`src/rtl/adder_digit_serial_pkg.sv`:
```
// adder_pkg: shared state encoding and sizing helpers for the digit-serial adder
package adder_pkg;
  typedef enum logic [1:0] {IDLE, RUN, DONE} state_e;
  function automatic int num_digits(int width, int digit);
    return width / digit;
  endfunction
  function automatic int idx_width(int n);
    return (n > 1) ? $clog2(n) : 1;
  endfunction
  function automatic bit width_ok(int width, int digit);
    return (digit >= 1) && (digit <= width) && (width % digit == 0);
  endfunction
endpackage

```
`src/rtl/adder_digit_slice.sv`:
```
// adder_digit_slice: combinational DIGIT-bit generate/propagate ripple-carry adder
module adder_digit_slice #(
  parameter int DIGIT = 4
) (
  input  logic [DIGIT-1:0] a,
  input  logic [DIGIT-1:0] b,
  input  logic             cin,
  output logic [DIGIT-1:0] s,
  output logic             cout
);
  logic [DIGIT-1:0] g, p;
  logic c;
  assign g = a & b;
  assign p = a ^ b;
  always_comb begin
    s = '0;
    c = cin;
    for (int i = 0; i < DIGIT; i++) begin
      s[i] = p[i] ^ c;
      c = g[i] | (p[i] & c);
    end
    cout = c;
  end
endmodule

```
`src/rtl/adder_digit_serial.sv`:
```
// adder_digit_serial: WIDTH-bit add/subtract, one DIGIT-bit slice per cycle, valid/ready on both sides
module adder_digit_serial
  import adder_pkg::*;
#(
  parameter int WIDTH = 32,
  parameter int DIGIT = 4
) (
  input  logic             clk,
  input  logic             rst_n,
  input  logic             in_valid,
  output logic             in_ready,
  input  logic [WIDTH-1:0] a,
  input  logic [WIDTH-1:0] b,
  input  logic             cin,
  input  logic             sub,
  output logic             out_valid,
  input  logic             out_ready,
  output logic [WIDTH-1:0] sum,
  output logic             cout
);
  localparam int N  = num_digits(WIDTH, DIGIT);
  localparam int IW = idx_width(N);

  if (!width_ok(WIDTH, DIGIT)) begin : g_bad_params
    $error("adder_digit_serial: WIDTH must be a multiple of DIGIT");
  end

  state_e state_q, state_d;
  logic [WIDTH-1:0] a_q, a_d, b_q, b_d, sum_q, sum_d;
  logic carry_q, carry_d;
  logic [IW-1:0] idx_q, idx_d;
  logic [DIGIT-1:0] s_w;
  logic c_w, last;

  adder_digit_slice #(.DIGIT(DIGIT)) u_slice (
    .a(a_q[idx_q*DIGIT +: DIGIT]),
    .b(b_q[idx_q*DIGIT +: DIGIT]),
    .cin(carry_q),
    .s(s_w),
    .cout(c_w)
  );

  assign last = idx_q == IW'(N - 1);

  always_comb begin
    state_d = state_q;
    a_d = a_q;
    b_d = b_q;
    sum_d = sum_q;
    carry_d = carry_q;
    idx_d = idx_q;
    case (state_q)
      IDLE: if (in_valid) begin
        a_d = a;
        b_d = sub ? ~b : b;
        carry_d = sub | cin;
        idx_d = '0;
        state_d = RUN;
      end
      RUN: begin
        sum_d[idx_q*DIGIT +: DIGIT] = s_w;
        carry_d = c_w;
        idx_d = last ? idx_q : idx_q + 1'b1;
        state_d = last ? DONE : RUN;
      end
      DONE: state_d = out_ready ? IDLE : DONE;
      default: state_d = IDLE;
    endcase
  end

  always_ff @(posedge clk or negedge rst_n) begin
    if (!rst_n) begin
      state_q <= IDLE;
      a_q <= '0;
      b_q <= '0;
      sum_q <= '0;
      carry_q <= 1'b0;
      idx_q <= '0;
    end else begin
      state_q <= state_d;
      a_q <= a_d;
      b_q <= b_d;
      sum_q <= sum_d;
      carry_q <= carry_d;
      idx_q <= idx_d;
    end
  end

  assign in_ready = state_q == IDLE;
  assign out_valid = state_q == DONE;
  assign sum = sum_q;
  assign cout = carry_q;
endmodule
```
`config.mk`:
```
export PLATFORM = sky130hd
export DESIGN_NAME = adder_digit_serial
export DESIGN_NICKNAME = d
export VERILOG_FILES = /design/src/rtl/adder_digit_serial_pkg.sv /design/src/rtl/adder_digit_slice.sv /design/src/rtl/adder_digit_serial.sv
export SDC_FILE = /design/constraint.sdc
export NUM_CORES = 1
export LEC_CHECK = 0
export BUFFER_PORTS_ARGS = -buffer_cell sky130_fd_sc_hd__buf_2
export CORE_UTILIZATION = 29
export DETAILED_ROUTE_END_ITERATION = 6
export SYNTH_ARGS = -nofsm -noshare
export SYNTH_HDL_FRONTEND = slang
export SYNTH_HIERARCHICAL = 1
export SYNTH_SLANG_ARGS = --single-unit
```
`constraint.sdc`:
```
create_clock -name clk -period 3.3 [get_ports clk]
set_clock_uncertainty 0.15 [all_clocks]
set_input_delay 0.165 -clock clk [delete_from_list [all_inputs] [get_ports clk]]
set_output_delay 0.165 -clock clk [all_outputs]
set_load 0.005 [all_outputs]
```
* Word-level counts from Yosys, hierarchy flattened
Cells that the tools add are included.
** Word-level totals
- Bits in registers :: 102
- Word-level logic and storage cells :: 49
- Input bits :: 70
** Operators by class
- Bitwise operators :: 16
- Mux-type cells :: 11
- Shifts and indexed selects :: 4
- Reductions and logical operators :: 5
- Add/sub/neg operators :: 2
- Eq/ne operators :: 5
** Operators with widths (number)
- $shiftx A32 B6 Y4 :: 2
- $neg A5 Y34 :: 1
- $shift A4 B34 Y32 const A :: 1
- $shiftx A4 B34 Y32 :: 1
- $bwmux W32 :: 1
- $mux W32 :: 1
- $not A32 Y32 :: 1
- $mux W2 :: 3
- $mux W3 :: 2
- $pmux W2 S3 :: 1
- $pmux W3 S2 :: 1
- $or A1 B1 Y1 :: 5
- $and A1 B1 Y1 :: 4
- $and A4 B4 Y4 :: 1
- $ne A2 B2 Y1 const B :: 2
- $reduce_and A2 Y1 :: 2
- $xor A1 B1 Y1 :: 4
- $xor A4 B4 Y4 :: 1
- $add A3 B1 Y3 const B :: 1
- $eq A3 B3 Y1 const B :: 1
- $reduce_and A3 Y1 :: 1
- $eq A2 B1 Y1 const B :: 1
- $eq A2 B2 Y1 const B :: 1
- $logic_not A2 Y1 :: 1
- other kinds (3) :: 3

* Depth between registers and ports, before layout
- Depth after elaboration :: 11
- Depth in mapped cells :: 16
- Gate-level depth less buffers :: 14

* By module
The synthesis kept the hierarchy.
** Modules (own cells, without submodules)
- adder_digit_serial :: times used 1, area each 4840.9 sq um, seq. area each 2552.4 sq um, cells an instance 395
- adder_digit_slice :: times used 1, area each 117.6 sq um, seq. area each 0.0 sq um, cells an instance 14

* Least setup slack after synthesis
OpenSTA, ideal clock, no wires.
- Path type :: reg2reg
- Start point :: register idx_q[1]
- End point :: register sum_q[7], in the netlist sum[7]
- Library setup time :: 0.065 ns
- Clock period less this slack :: 3.608 ns
- Path slack :: -0.308 ns
- Required time :: 3.085 ns
- Cell stages (with the launch flop) :: 17
- Arrival :: 3.393 ns
- Path through :: dfrtp_1 clkbuf_1 buf_1 mux4_2 nand2_1 nand2_1 inv_1 fa_1 inv_1 fa_1 fa_1 inv_1 fa_1 inv_1 nand2b_1 nor2_1 mux2_2
** Between the ends
- Cells in the longest elaborated chain, start to end :: 11
- Elaborated cells on any way between the ends :: 18
- Classes of those cells :: add/sub (1); shift (4); mux (1); bitwise (12)
** RTL lines
- start, declared :: line adder_digit_serial.sv:31 : logic [IW-1:0] idx_q, idx_d;
- start signal, assigned :: line adder_digit_serial.sv:85 : idx_q <= idx_d;
- $shiftx A32 B6 Y4 (on tied branches) :: line adder_digit_serial.sv:36, adder_digit_serial.sv:37
- $xor A4 B4 Y4 :: line adder_digit_slice.sv:14 : assign p = a ^ b;
- $and A1 B1 Y1 :: line adder_digit_slice.sv:20 : c = g[i] | (p[i] & c);
- $or A1 B1 Y1 :: line adder_digit_slice.sv:20
- $and A1 B1 Y1 :: line adder_digit_slice.sv:20
- $or A1 B1 Y1 :: line adder_digit_slice.sv:20
- $and A1 B1 Y1 :: line adder_digit_slice.sv:20
- $or A1 B1 Y1 :: line adder_digit_slice.sv:20
- $xor A1 B1 Y1 (*) :: line adder_digit_slice.sv:19 : s[i] = p[i] ^ c;
- named net s_w[3] :: line adder_digit_serial.sv:32 : logic [DIGIT-1:0] s_w;
- $shiftx A4 B34 Y32 (*) :: line adder_digit_serial.sv:61 : sum_d[idx_q*DIGIT +: DIGIT] = s_w;
- $bwmux W32 (*) :: line adder_digit_serial.sv:61
- end signal, assigned :: line adder_digit_serial.sv:83 : sum_q <= sum_d;
- end, declared :: line adder_digit_serial.sv:29 : logic [WIDTH-1:0] a_q, a_d, b_q, b_d, sum_q, sum_d;
The timed path passes the listed nets; every way through them passes the cells marked *.
A chain may end at the register's enable or synchronous reset.

* Worst setup path in the final report
- Start point :: register idx_q[0]
- End point :: register sum_q[15], in the netlist sum[15]
Same word-level chain as after synthesis.

==> flow_metrics.py <==
metrics = {
    "critical_path": {
        "critical-path-max-stage-delay_ns": 0.50,
        "crit_slowest_cell": "mux4_2",
        "critPathMaxFanout": 7,
        "cpLargestDelayFamily": "adder cells",
        "cp-start-kind": "register",
        "reg2reg_depth": 15,
        "timing.critical_path.mode_cell": "inv_2",
        "worstReg2RegStart": "idx_q[0]",
        "crit-reg2reg-capture": "sum[15]",
        "crit_path_cell_trace": "buf_12, mux4_2, nand2_1, nand2_1, inv_2, fa_1, inv_1, fa_2, fa_2, inv_2, fa_1, inv_2, nand2b_4, nor2_4, mux2_2",
        "worstPathBufferInverterCount": 5,
        "worst-setup-path-type": "register to register",
        "timing.critical_path.required_ns": 3.44,
        "crit_arrival_ns": 3.40,
        "r2r_slack_ns": 0.03,
        "worst_setup_path_end_kind": "register",
    },
    "route": {
        "vias": 3582,
        "wl_um": 11800,
        "avgRoutedWirePerCell_um": 14.6,
        "drt-pass1-iter-count": 4,
        "drt-vias-per-instance": 4.46,
        "ant_nets": 0,
        "drt_iter0_markers": 159,
        "drcViolationCount": 0,
    },
    "final_layout": {
        "regArea_um2": 2550,
        "filler_cell_count": 1598,
        "area_growth_from_synthesis_to_layout_pct": 36.8,
        "finish.net_count": 661,
        "multiInputGateArea_um2": 2270,
        "proportion_of_layout_cells_with_a_drive_suffix_above_1": 0.384,
        "num_antenna_cells": 0,
    },
    "global_routing": {
        "grt_most_used_layer": "met2",
        "antenna_found_initial": 0,
        "grt.met1_usage": 0.178,
        "track_usage": 0.144,
        "via_count_of_the_first_global_routing_pass": 3763,
        "grt_pass1_wl_um": 19500,
        "maximum_number_of_pins_on_one_net_before_global_route_repair": 100,
        "groute.layer.met3.usage": 0.0398,
        "grt_remaining_overflow": 0,
        "grtUsageMet2": 0.243,
    },
    "synth": {
        "synth_seq_cells": 102,
        "syn-instance-count": 409,
        "synth_fp_nets": 490,
        "synth.avg_cell_area_um2": 12.1,
        "netlist_area_before_placement_um2": 4960,
        "post_synth_num_cell_types": 29,
        "ys_warn_count": 6,
        "synth_sequential_area_ratio": 0.515,
    },
    "status": {
        "status": "completed",
    },
    "placed_design": {
        "numPortBuffers": 104,
        "gp_routability_congestion": 0.739,
        "dpl.hpwl_um": 8370,
    },
    "clocking": {
        "clk_root_buffer_cell": "clkbuf_16",
        "clk_transition_reported_paths_ns": 0.07,
        "tritoncts.num_buffers": 9,
        "cts-root-to-sink-buffers": 2,
        "clk_latency_ns": 0.35,
        "htree_num_levels": 3,
        "cts.sink_count": 102,
        "cts_tree": "done",
    },
    "power_and_ir_drop": {
        "power.static_leakage_nw": 3.08,
        "power_density_nw_per_um2": 991,
        "worst_vdd_drop_mv": 0.453,
        "post-layout-total-power_mw": 6.72,
    },
    "die": {
        "initial_utilization": 0.298,
        "floorplan.core_area_um2": 16600,
        "die_area_um2": 17600,
        "rows": 47,
        "die_h_um": 133,
        "io-pin-count": 105,
        "floorplan.die.width_um": 133,
    },
    "timing": {
        "setup_viol_count_final": 0,
        "max-slew-margin-rel": 0.257,
        "final_hold_viol_count": 0,
        "fin_crit_sh": 0.990,
        "finalCriticalPeriod_ns": 3.27,
        "worst-slew-pin-transition_ns": 1.12,
        "fmax_mhz": 306,
        "timing.hold.ws_ns": 0.0139,
        "grt_setup_unrepaired": "yes",
        "timing.final.max_slew_violations": 0,
    },
    "min_path": {
        "hold_path_startpoint": "b[5]",
        "worstHoldPathCells": 3,
        "min_delay_worst_endpoint": "b_q[5]",
        "hold_path_class": "primary input to register",
    },
    "run": {
        "max_cap_violations": 0,
    },
}
[Yosys cell counts, drive strengths merged]
cell,count,area share
nor2,48,0.036
nand2b,9,0.011
a22o,2,0.0035
xnor2,32,0.057
nor2b,1,0.0013
or4b,4,0.0088
inv,19,0.014
nor3b,2,0.0030
buf,10,0.011
o2bb2ai,1,0.0018
ha,7,0.018
or4,1,0.0023
mux2i,4,0.0081
o221a,1,0.0023
nand2,33,0.025
clkbuf,13,0.0098
fa,4,0.016
nor3,4,0.0040
nor4b,2,0.0048
mux2,61,0.14
clkinv,1,0.00076
dfrtp,102,0.51
a21oi,32,0.032
mux4,16,0.073
[tightest hold or removal path, delay by kind of cell]
family,cells,cell delay [ns]
xor gates and xnor gates,1,0.14
buffers and inverters,1,0.09
AOI/OAI and AO/OA,1,0.09
[registers in the layout, summed over array words and instances, names as in the netlist]
name     count
cout         1
state_q      2
sum         32
b_q         32
idx_q        3
a_q         32
[worst max-delay path by stage]
stage / from / to / cells after the start
after floorplan: idx_q[0] / sum[11] / 16
final: idx_q[0] / sum[15] / 15
after global routing: idx_q[0] / sum[31] / 15
after global placement: idx_q[0] / sum[11] / 15
after CTS: idx_q[0] / sum[15] / 15
after detailed placement: idx_q[0] / sum[27] / 15
[layer usage]
layer | share of wire | wire, um
met3 | 0.046 | 542
met5 | 0 | 0
met1 | 0.44 | 5170
met4 | 0.014 | 170
met2 | 0.50 | 5860
[logic make-up after synthesis]
| group | Yosys count | share of synthesized area |
|---|---|---|
| AOI/OAI and AO/OA | 36 | 0.0399 |
| xor gates and xnor gates | 32 | 0.0565 |
| adders and majority gates | 11 | 0.0338 |
| buffers and inverters | 43 | 0.0358 |
| DFF | 102 | 0.515 |
| muxes | 81 | 0.222 |
| and+or+nand+nor | 104 | 0.0969 |
[power breakdown]
part | internal (mW) | total [mW] | leakage (nW) | switching (mW)
clock | 0.628 | 1.10 | 0.144 | 0.471
sequential | 1.83 | 2.16 | 1.23 | 0.331
combinational | 1.71 | 3.47 | 1.70 | 1.76
total | 4.16 | 6.72 | 3.08 | 2.56
[cell usage in the layout (no fill, tap or decap), types with 8 or more instances in the layout]
cell and instances:
dlygate4sd3_1 65, buf_2 103, nand2b_1 8, a21oi_1 32
clkbuf_16 9, inv_1 16, nor2_1 45, nand2_1 33
xnor2_1 32, mux2_2 57, buf_4 13, mux4_2 16
dfrtp_1 102
[layout make-up]
cell class | count | share of cell area
clock buffer | 11 | 0.0373
clock inverter | 4 | 0.00793
inverter | 20 | 0.0111
multi-input combinational | 264 | 0.335
sequential | 102 | 0.376
tap | 220 | 0.0406
timing repair buffer | 183 | 0.192
[stage by stage]
step	util	setup slack, ns	cells	TNS, ns	instance area, um^2
after floorplan	-	0.00674	409	0	5000
after global placement	0.348	-0.0128	723	-0.0315	5780
after detailed placement	0.348	-0.107	723	-0.621	5780
after CTS	0.406	-0.0833	804	-0.429	6750
after global routing	0.407	-0.132	804	-0.829	6780
final	0.407	0.0338	804	0	6780
[what timing repair did]
action                     CTS  global route
setup endpoints to repair    7             8
hold buffers                65             0
setup buffers                1             0
hold endpoints to repair   150             0
pin swaps                    4             3
gates resized for setup      3             8
cloned                       0             0
Note: power is estimated with default switching activity, not from simulation.
